==> src/rtl/comparador_pkg.sv <==
// Shared constants for the serial magnitude comparator: FSM encoding and result-flag slots.
package comparador_pkg;

  localparam logic [1:0] ST_IDLE    = 2'd0;
  localparam logic [1:0] ST_COMPARE = 2'd1;
  localparam logic [1:0] ST_DONE    = 2'd2;

  localparam int unsigned RES_IGUAL = 0;
  localparam int unsigned RES_MENOR = 1;
  localparam int unsigned RES_MAYOR = 2;
  localparam int unsigned RES_W     = 3;

  typedef logic [RES_W-1:0] res_t;

endpackage

==> src/rtl/comparador_bit.sv <==
// Combinational 1-bit compare cell; reusable by any MSB-first serial arithmetic block.
module comparador_bit (
  input  logic x,
  input  logic y,
  output logic eq,
  output logic gt
);

  assign eq = ~(x ^ y);
  assign gt = x & ~y;

endmodule

==> src/rtl/comparador_serial_ctrl.sv <==
// Serial N-bit unsigned magnitude comparator: shifts operands MSB-first through one
// 1-bit cell and stops at the first differing bit.
module comparador_serial_ctrl
  import comparador_pkg::*;
#(
  parameter int unsigned N = 8
) (
  input  logic         clk,
  input  logic         rst_n,
  input  logic         start,
  input  logic [N-1:0] a,
  input  logic [N-1:0] b,
  output logic         busy,
  output logic         done,
  output logic         mayor,
  output logic         menor,
  output logic         igual
);

  localparam int unsigned IdxW = (N > 1) ? $clog2(N) : 1;
  localparam logic [IdxW-1:0] IdxLast = IdxW'(N - 1);

  logic [1:0]      state_q, state_d;
  logic [N-1:0]    sa_q, sa_d;
  logic [N-1:0]    sb_q, sb_d;
  logic [IdxW-1:0] idx_q, idx_d;
  res_t            res_q, res_d;
  logic            bit_eq, bit_gt;

  comparador_bit u_bit (
    .x  (sa_q[N-1]),
    .y  (sb_q[N-1]),
    .eq (bit_eq),
    .gt (bit_gt)
  );

  always_comb begin
    state_d = state_q;
    sa_d    = sa_q;
    sb_d    = sb_q;
    idx_d   = idx_q;
    res_d   = res_q;
    case (state_q)
      ST_IDLE: begin
        if (start) begin
          state_d = ST_COMPARE;
          sa_d    = a;
          sb_d    = b;
          idx_d   = '0;
        end
      end
      ST_COMPARE: begin
        if (!bit_eq) begin
          res_d            = '0;
          res_d[RES_MAYOR] = bit_gt;
          res_d[RES_MENOR] = ~bit_gt;
          state_d          = ST_DONE;
        end else if (idx_q == IdxLast) begin
          res_d            = '0;
          res_d[RES_IGUAL] = 1'b1;
          state_d          = ST_DONE;
        end else begin
          sa_d  = sa_q << 1;
          sb_d  = sb_q << 1;
          idx_d = idx_q + IdxW'(1);
        end
      end
      ST_DONE: state_d = ST_IDLE;
      default: state_d = ST_IDLE;
    endcase
  end

  // Reset is synchronous; it also drops any comparison in flight.
  always_ff @(posedge clk) begin
    if (!rst_n) begin
      state_q <= ST_IDLE;
      sa_q    <= '0;
      sb_q    <= '0;
      idx_q   <= '0;
      res_q   <= '0;
    end else begin
      state_q <= state_d;
      sa_q    <= sa_d;
      sb_q    <= sb_d;
      idx_q   <= idx_d;
      res_q   <= res_d;
    end
  end

  assign busy  = (state_q != ST_IDLE);
  assign done  = (state_q == ST_DONE);
  assign mayor = res_q[RES_MAYOR];
  assign menor = res_q[RES_MENOR];
  assign igual = res_q[RES_IGUAL];

endmodule

==> config.mk <==
export PLATFORM = sky130hd
export DESIGN_NAME = comparador_serial_ctrl
export DESIGN_NICKNAME = d
export VERILOG_FILES = /design/src/rtl/comparador_pkg.sv /design/src/rtl/comparador_bit.sv /design/src/rtl/comparador_serial_ctrl.sv
export SDC_FILE = /design/constraint.sdc
export NUM_CORES = 1
export LEC_CHECK = 0
export BUFFER_PORTS_ARGS = -buffer_cell sky130_fd_sc_hd__clkbuf_2
export CAP_MARGIN = 20
export CORE_ASPECT_RATIO = 1.1
export CORE_MARGIN = 3
export CORE_UTILIZATION = 41
export CTS_CLUSTER_SIZE = 16
export DETAILED_ROUTE_END_ITERATION = 16
export PLACE_DENSITY = 0.66
export RECOVER_POWER = 100
export SLEW_MARGIN = 40
export SYNTH_ARGS = -nofsm -noshare
export SYNTH_HDL_FRONTEND = slang
export SYNTH_SLANG_ARGS = --single-unit
==> constraint.sdc <==
create_clock -name clk -period 1.7 [get_ports clk]
set_input_delay 0.255 -clock clk [delete_from_list [all_inputs] [get_ports clk]]
set_output_delay 0.255 -clock clk [all_outputs]
set_load 0.05 [all_outputs]
* Yosys cells after proc, flatten, opt, wreduce, memory -nomap -nowiden
Index checks and enable logic that the tools add are counted.
Operators by class: add/sub/neg operators 1, equal/unequal tests 7, muxes and demuxes 18, bitwise gates (word level) 4, reductions and logical operators 7
Operator list (count):
- 2-to-1 mux 8 bit | 6
- one-hot mux 8 bit (2 select lines) | 2
- 2-to-1 mux 3 bit | 5
- 2-to-1 mux 2 bit | 3
- != test 2 bit (second input constant) | 3
- one-hot mux 3 bit (2 select lines) | 1
- nonzero test 2 bit | 3
- one-hot mux 2 bit (2 select lines) | 1
- AND reduction 2 bit | 2
- AND reduction 4 bit | 1
- adder 3 x 1 -> 3 bit (second input constant) | 1
- == test 3 bit (second input constant) | 1
- != test 3 bit (second input constant) | 1
- == test 2 x 1 -> 1 bit (second input constant) | 1
- == test 2 bit (second input constant) | 1
- logical NOT 2 bit | 1
- NOT 1 bit | 2
- bitwise AND 1 bit | 1
- bitwise XOR 1 bit | 1
Storage, ports and cells: register bits after elaboration 24, input bits 19, logic and storage cells 42

* Logic depth before layout (Yosys ltp)
Gate-level depths: netlist (run 1).
word-level depth 4, gate-level depth with buffers 6, mapped depth without buffers 5

* By module
Synthesis (run 1) repeated with hierarchy kept, for this count alone.
Unflattened totals: cell total of the unflattened synthesis 114, area total of the unflattened synthesis 1144.8 um^2
By module, submodules not included:
- comparador_serial_ctrl | instances 1, cells each 112, area an instance 1128.6 um^2
- comparador_bit | instances 1, cells each 2, area an instance 16.3 um^2

* Worst setup path after synthesis (run 1)
No wires, ideal clock.
kind register to register, from reg sb_q[7], to reg sa_q[1], setup time 70 ps, arrival 1556 ps, data required time 1630 ps, setup slack 74 ps, stages on the path, launching flop included 7, path buffers 1, period minus slack after synthesis 1626 ps, cells stage by stage dfxtp_1 inv_1 ha_1 and2b_1 a221oi_4 buf_6 o2bb2ai_1
On the way: longest elaborated chain between the ends 3
Ends and longest elaborated chain:
- start, declared | line comparador_serial_ctrl.sv:25 | logic [N-1:0] sb_q, sb_d;
- start signal, assigned | line comparador_serial_ctrl.sv:78 | sb_q <= '0;
- start signal, assigned | line comparador_serial_ctrl.sv:84 | sb_q <= sb_d;
- bitwise XOR 1 bit | line comparador_bit.sv:9 | assign eq = ~(x ^ y);
- != test 2 bit (no line)
- AND reduction 4 bit (no line)
- end signal, assigned | line comparador_serial_ctrl.sv:77 | sa_q <= '0;
- end signal, assigned | line comparador_serial_ctrl.sv:83 | sa_q <= sa_d;
- end, declared | line comparador_serial_ctrl.sv:24 | logic [N-1:0] sa_q, sa_d;
Every way passes these cells. A chain may end at the register's enable or synchronous reset.

* Final worst setup path (run 1)
from reg idx_q[0], to reg idx_q[0]
On the way: longest elaborated chain between the ends 4, elaborated cells on any way between the ends 7, classes of those cells add/sub: 1; eq/ne: 2; mux: 3; reduce/logical: 1
Ends and longest elaborated chain:
- start, declared | line comparador_serial_ctrl.sv:26 | logic [IdxW-1:0] idx_q, idx_d;
- start signal, assigned | line comparador_serial_ctrl.sv:85 | idx_q <= idx_d;
- adder 3 x 1 -> 3 bit | line comparador_serial_ctrl.sv:65 | idx_d = idx_q + IdxW'(1);
- 2-to-1 mux 3 bit | line comparador_serial_ctrl.sv:58 | end else if (idx_q == IdxLast) begin
- 2-to-1 mux 3 bit | line comparador_serial_ctrl.sv:53 | if (!bit_eq) begin
- one-hot mux 3 bit (2 select lines) | line comparador_serial_ctrl.sv:43 | case (state_q)
Several ways; a longest one is shown, not always the timed one. The select of a mux whose other input is x is not followed.

==> results of run 1 <==
-- power by group through the flow --
stage	logic, mW	clock network [mW]	registers [mW]
floorplan	0.203	0	0.656
global placement	0.263	0	0.660
detailed placement	0.268	0	0.661
CTS	0.269	0.307	0.650
global route	0.296	0.326	0.656
finish	0.268	0.297	0.650
-- routing by layer --
layer / part of all wire (%) / track usage [%] / routed length (µm) / vias up
li1: - / - / - / 395
met1: 48 / 18.1 / 935 / 360
met2: 45 / 22.6 / 876 / 21
met3: 5.3 / 4.53 / 102 / 2
met4: 0.67 / 4.27 / 13 / 0
met5: 0 / 0 / 0 / -
-- repair_timing --
action	in CTS	in global routing
setup buffers	0	0
setup endpoints to repair	0	11
endpoints found under the hold margin	0	0
gates resized for setup	0	1
-- critical path, delay by kind of cell (launching register included) --
family | cells | cell delay [ps]
compound gates | 1 | 90
fa+ha+maj | 2 | 400
buf+inv | 1 | 170
flops | 1 | 340
mux | 1 | 260
simple gates | 1 | 290
-- layout by cell type, fill, tap and decap left out --
cell	netlist	layout
a32o_1	2	2
nand2b_1	1	1
o2bb2ai_1	13	13
clkbuf_1	0	3
mux2i_1	14	14
o21ai_0	3	3
buf_4	1	3
inv_1	5	5
o2bb2ai_2	1	1
a221oi_4	1	1
nand3_1	2	2
clkbuf_2	0	20
nor3_1	1	1
and2_1	1	1
buf_6	1	1
clkbuf_4	0	3
and2b_2	1	1
and2b_1	1	1
or2_2	1	1
clkbuf_8	0	1
and2b_4	1	1
nor2_1	2	2
nor2b_2	1	1
o21ai_1	1	1
nand2b_2	1	1
a22o_2	2	2
dfxtp_1	24	24
mux2_2	1	1
and3b_1	1	1
ha_1	4	4
a21oi_1	3	3
-- through the flow --
| stage | setup slack [ps] | std cells | power, mW | hold WS [ps] | util, % |
|---|---|---|---|---|---|
| 2_1_floorplan | 73.9 | 92 | 0.859 | 397 | - |
| 3_3_place_gp | 116 | 145 | 0.923 | 444 | 51.5 |
| 3_5_place_dp | 78.3 | 145 | 0.929 | 449 | 51.5 |
| 4_1_cts | 56.6 | 149 | 1.23 | 160 | 53.1 |
| 5_1_grt | 4.15 | 149 | 1.28 | 168 | 53.1 |
| 6_report | 59.5 | 149 | 1.22 | 167 | 53.1 |
-- state kept, by name (all words and copies together) (netlist names) --
register and cells:
idx_q 3, res_q 3, sa_q 8, sb_q 8
state_q 2
-- kinds of logic (layout without fill, tap and decap cells) --
logic type,after synthesis,in the layout,share of synthesized area [%]
muxes,15,15,14.4
buffers and inverters,9,36,4.51
DFF,24,24,45.6
and+or+nand+nor,14,14,8.91
AOI/OAI and AO/OA,26,26,21.9
adders and majority gates,4,4,4.75
-- worst min path at each step --
stage               end  cells past startpoint  startpoint  slack, ps
4_1_cts         sb_q[0]                      2        b[0]        160
2_1_floorplan  res_q[0]                      2       rst_n        400
3_5_place_dp    sb_q[5]                      1     sb_q[5]        450
5_1_grt         sb_q[0]                      2        b[0]        170
3_3_place_gp    sa_q[4]                      1     sa_q[4]        440
6_report        sb_q[0]                      2        b[0]        170
-- cell type report --
class	count	area [µm²]	share of cell area, %
Timing Repair Buffer	27	145	11.7
Sequential cell	24	480	38.6
Inverter	5	18.8	1.51
Tap cell	30	37.5	3.02
Clock buffer	4	36.3	2.92
Multi-Input combinational cell	59	526	42.3
==> metrics.cfg, run 1 <==
[clock_network]
clock_path_buffers=2
cts.clk_slew.worst_paths_ps=130
htree_levels=1
cts-buffers-inserted=3
clk_latency_ps=310
cts_sinks=24
cts_tree=built
ctsHoldBuffers=0
cts_root_buf=clkbuf_4

[setup_path]
cp_slowest_cell=dfxtp_1
r2r_slack_ps=60
worstReg2RegEnd=idx_q[0]
worstSetupStartpointType=register
cp-endpoint=idx_q[0]
cp_cell_sequence=ha_1 -> ha_1 -> and2b_1 -> a221oi_4 -> buf_4 -> mux2_2
crit_type=reg2reg
critical_path_arrival_ps=1860
ff2ff_path_depth=6
end_kind=register
critPathMaxFanout=7
cp_slowest_stage_delay_ps=340
required_ps=1920
reg2reg_from=idx_q[0]
startpoint=idx_q[0]
cp_common_cell=ha_1

[pwr]
pwr-share-clk_pct=24.4
ir_drop_v=0.000651
total_leakage_power_nw=0.585
power_density_nw_per_um2=977
p_sw_share_pct=28.3
p_int_mw=0.871
power_frac_seq_pct=53.5
combPwrFrac_pct=22.1
power_switching_mw=0.344

[logic_synthesis]
synthArstFlopShare_pct=0
yosysTopAreaCell=dfxtp_1
synth_fp_nets=115
yosysUniqueCellTypes=28
ys_seq_area_share_pct=45.6
ys.flop_type=dfxtp_1
synth_top_cell_area_share_pct=45.6
synth_most_common_cell=dfxtp_1
ys_top_cells_by_area=dfxtp_1 (46%), mux2i_1 (13%), o2bb2ai_1 (11%), ha_1 (4.8%), a221oi_4 (2.5%)
synth_edf_count=0
ys_seq_elements=24
ys_top_cells_by_count=dfxtp_1 (24), mux2i_1 (14), o2bb2ai_1 (13)
syn-mean-instance-area_um2=11.5
yosysWarnings=0
syn_inst=92
syn-cell-area_um2=1050

[sta]
final-max-slew-violation-count=0
setup_tns_ps=0
slew_headroom_pct=60.8
worst_pin_slew_ps=591
final-setup-viol-count=0
clock_skew_ps=2.63
hold_violations=0
fin_crit_ps=1640
fmax_mhz=610
rsz0062_at_grt=false
period_share_pct=96.5

[floorplanning]
core_region_area_um2=2340
rows=18
boundaryPins=24
chipHeight_um=59.2
die-area_um2=3210
die_w_um=54.3
initial_utilization_pct=45.0

[outcome]
status=complete, no violations

[placement]
dp_hpwl_um=1400
port_buffers=23
place_congestion=0.730
dpl_cell_area_um2=1210

[global_route]
grt_pass1_vias=776
grt_usage_pct=14.2
grt_pass1_wl_um=3360
antenna_found_initial=0
grt-ovfl-total=0
grt_max_degree=19

[drt]
firstDrtPassIters=3
vias_per_cell=5.22
drt_wl_total_um=1930
postRouteAntennaNets=0
routedWlPerCell_um=12.9
via_count=778
drt_iter0_drc=23
drc=0

[min_path]
min_path_type=in2reg

[layout]
synthToLayoutAreaGrowth_pct=18.1
design_area_um2=1240
fin_nets=143
diodes=0
drive_gt1_share_pct=31.9
fillerInstances=235

[run]
drv_cap=0

(Power assumes the default switching activity.)
==> run 2, diff against run 1 <==
ABC_AREA = 1   (was default)
PLACE_DENSITY = default   (was 0.66)
==> run 2 against run 1 <==
Wire length increased by 41%. First-iteration DRC count rose by 78%. Setup slack improved by 90 ps. Sequential cell count unchanged. Clock-buffer cell count down 1. Critical path depth down 2. Die area rose by 15%. Register-to-register slack better by 110 ps. Worst hold slack got worse by 14 ps. Cell count is 51% higher. Non-clock buffer count unchanged. Design area rose by 11%.
==> metrics.cfg, run 2 <==
[layout]
final_common_cell=nand2_1
diodes=0  ; unchanged
fillerInstances=303  ; +29%
design_area_um2=1380  ; +11%
synthToLayoutAreaGrowth_pct=11.8
top_regs=sa_q (8), sb_q (8)
drive_gt1_share_pct=18.2  ; -14 points
layout.cells.most_common_list=nand2_1 (54), nand3_1 (35), dfxtp_1 (23), nand4_1 (19), clkbuf_2 (19)
fin_nets=217  ; +52%

[logic_synthesis]
ys_seq_elements=24  ; unchanged
syn-mean-instance-area_um2=7.10  ; -38%
yosysUniqueCellTypes=19  ; -32%
yosysTopAreaCell=dfxtp_1
ys.flop_type=dfxtp_1
synth_fp_nets=197  ; +71%
yosysWarnings=0  ; unchanged
synth_most_common_cell=nand2_1
ys_seq_area_share_pct=38.9  ; -6.7 points
syn_inst=174  ; +89%
synth_edf_count=0  ; unchanged
syn-cell-area_um2=1230  ; +17%
synthArstFlopShare_pct=0  ; unchanged
ys_top_cells_by_count=nand2_1 (52), nand3_1 (35), dfxtp_1 (24)
ys_top_cells_by_area=dfxtp_1 (39%), nand2_1 (16%), nand3_1 (14%), nand4_1 (9.6%), ha_1 (4.1%)
synth_top_cell_area_share_pct=38.9  ; -6.7 points

[sta]
period_share_pct=91.2  ; -5.3 points
setup_tns_ps=0  ; unchanged
fmax_mhz=645  ; +5.8%
final-max-slew-violation-count=0  ; unchanged
rsz0062_at_grt=false
fin_crit_ps=1550  ; -89.7 ps
final-setup-viol-count=0  ; unchanged
slew_headroom_pct=52.3  ; -8.5 points
hold_violations=0  ; unchanged
clock_skew_ps=8.60  ; +5.96 ps
worst_pin_slew_ps=716  ; +125 ps
hold_ws_ps=154  ; -13.6 ps

[setup_path]
worstSetupStartpointType=register
critPathMaxFanout=12  ; +5
required_ps=1440  ; -480 ps
end_kind=output port
critical_path_arrival_ps=1300  ; -560 ps
crit_type=reg2out

[floorplanning]
chipHeight_um=63.6  ; +7.4%
die-area_um2=3710  ; +15%
core_region_area_um2=2830  ; +21%
boundaryPins=24  ; unchanged
die_w_um=58.3  ; +7.4%
rows=20  ; +2
initial_utilization_pct=43.7  ; -1.3 points

[placement]
dpl_cell_area_um2=1350  ; +11%
place_congestion=0.747  ; +2.4%
port_buffers=23  ; unchanged
dp_hpwl_um=1780  ; +27%

[drt]
drt_wl_total_um=2710  ; +41%
drc=0  ; unchanged
postRouteAntennaNets=0  ; unchanged
firstDrtPassIters=4  ; +1
routedWlPerCell_um=12.1  ; -6.8%
drt_iter0_drc=41  ; +78%
vias_per_cell=5.27  ; +0.95%
via_count=1186  ; +52%

[clock_network]
cts-buffers-inserted=3  ; unchanged
cts_root_buf=clkbuf_4
clock_path_buffers=2  ; unchanged
htree_levels=1  ; unchanged
cts_tree=built
clk_latency_ps=320  ; about the same
post_cts_buffers=0  ; unchanged
cts_sinks=24  ; unchanged
ctsHoldBuffers=0  ; unchanged
cts.clk_slew.worst_paths_ps=130  ; about the same

[global_route]
grt_pass1_wl_um=4750  ; +41%
grt_pass1_vias=1108  ; +43%
grt-ovfl-total=0  ; unchanged
antenna_found_initial=0  ; unchanged
grt_usage_pct=15.8  ; +1.7 points
grt_max_degree=41  ; +22

[pwr]
pwr-share-clk_pct=20.4  ; -4.0 points
total_leakage_power_nw=0.713  ; +22%
p_sw_share_pct=34.9  ; +6.6 points
ir_drop_v=0.000496  ; -24%
p_int_mw=0.802  ; -7.9%
power_density_nw_per_um2=893  ; -8.6%
combPwrFrac_pct=27.2  ; +5.1 points
power_switching_mw=0.430  ; +25%
power_frac_seq_pct=52.3  ; -1.2 points

[run]
drv_cap=0  ; unchanged

[min_path]
min_path_type=in2reg

[outcome]
status=complete, no violations

## run 2: changes by cell type in the layout (fill, tap and decap cells not counted), sizes merged, moves of 3 or more
cell / previous run / this run
nand2: 0 / 56
and2b: 3 / 0
o21ai: 4 / 1
nand3: 2 / 36
inv: 5 / 10
nor2: 2 / 8
nand4: 0 / 19
o2bb2ai: 14 / 0
mux2i: 14 / 0
## run 2: power groups by stage
stage / combinational (mW) / sequential, mW / clock (mW)
after floorplan: 0.255 / 0.658 / 0
after CTS: 0.324 / 0.644 / 0.265
after detailed placement: 0.322 / 0.657 / 0
after global placement: 0.317 / 0.656 / 0
final: 0.336 / 0.645 / 0.252
after global routing: 0.383 / 0.652 / 0.285
## run 2: worst paths after layout
path | from | endpoint | slack, ps | cells after the start
worst min-delay path | b[0] | sb_q[0] | 150 | 3
worst max register to register | sb_q[7] | idx_q[1] | 170 | 7
worst min register to register | res_q[1] | res_q[1] | 480 | 2
worst max-delay path | state_q[1] | done | 150 | 4
## run 2: what timing repair did
item,CTS,global route
endpoints found under the setup margin,1,18
cloned,0,1
hold endpoints to repair,0,0
gates resized for setup,1,4
pin swaps,0,1
## run 2: routing by layer
layer | routed length [µm] | vias to the layer above | share of wire [%] | GRT usage, %
met5 | 0 | - | 0 | 0
met4 | 42 | 0 | 1.5 | 6.09
met3 | 106 | 4 | 3.9 | 2.66
met2 | 1250 | 23 | 46 | 23.9
met1 | 1320 | 535 | 49 | 22.1
li1 | - | 624 | - | -
## run 2: area by class of cell
cell class                 count  area [µm²]  area share [%]
clock buffer                   3        22.5            1.63
sequential                    24         482            34.9
multi-input combinational    128         653            47.3
tap                           33        41.3            2.99
inverter                      10        37.5            2.72
timing repair buffer          27         144            10.4
## run 2: metrics by stage
stage | power (mW) | setup slack [ps] | utilization [%] | cells
2_1_floorplan | 0.913 | 162 | - | 174
3_3_place_gp | 0.974 | 152 | 47.6 | 221
3_5_place_dp | 0.978 | 127 | 47.6 | 221
4_1_cts | 1.23 | 29.4 | 48.5 | 224
5_1_grt | 1.32 | 25.8 | 48.8 | 225
6_report | 1.23 | 149 | 48.8 | 225
## run 2: cells by family (layout without fill, tap and decap cells)
group	Yosys count	in the layout	synth area share [%]
adder cells (fa/ha/maj)	4	4	4.05
flip-flops	24	24	38.9
buffers and inverters	23	40	9.22
AND/OR/NAND/NOR	118	119	45.8
AO/OA/AOI/OAI	5	5	2.03
## run 2: critical path: stages (launching register included)
cell and delay [ps]:
dfxtp_2 380, inv_2 110, buf_4 180, nor2_1 100, buf_4 210
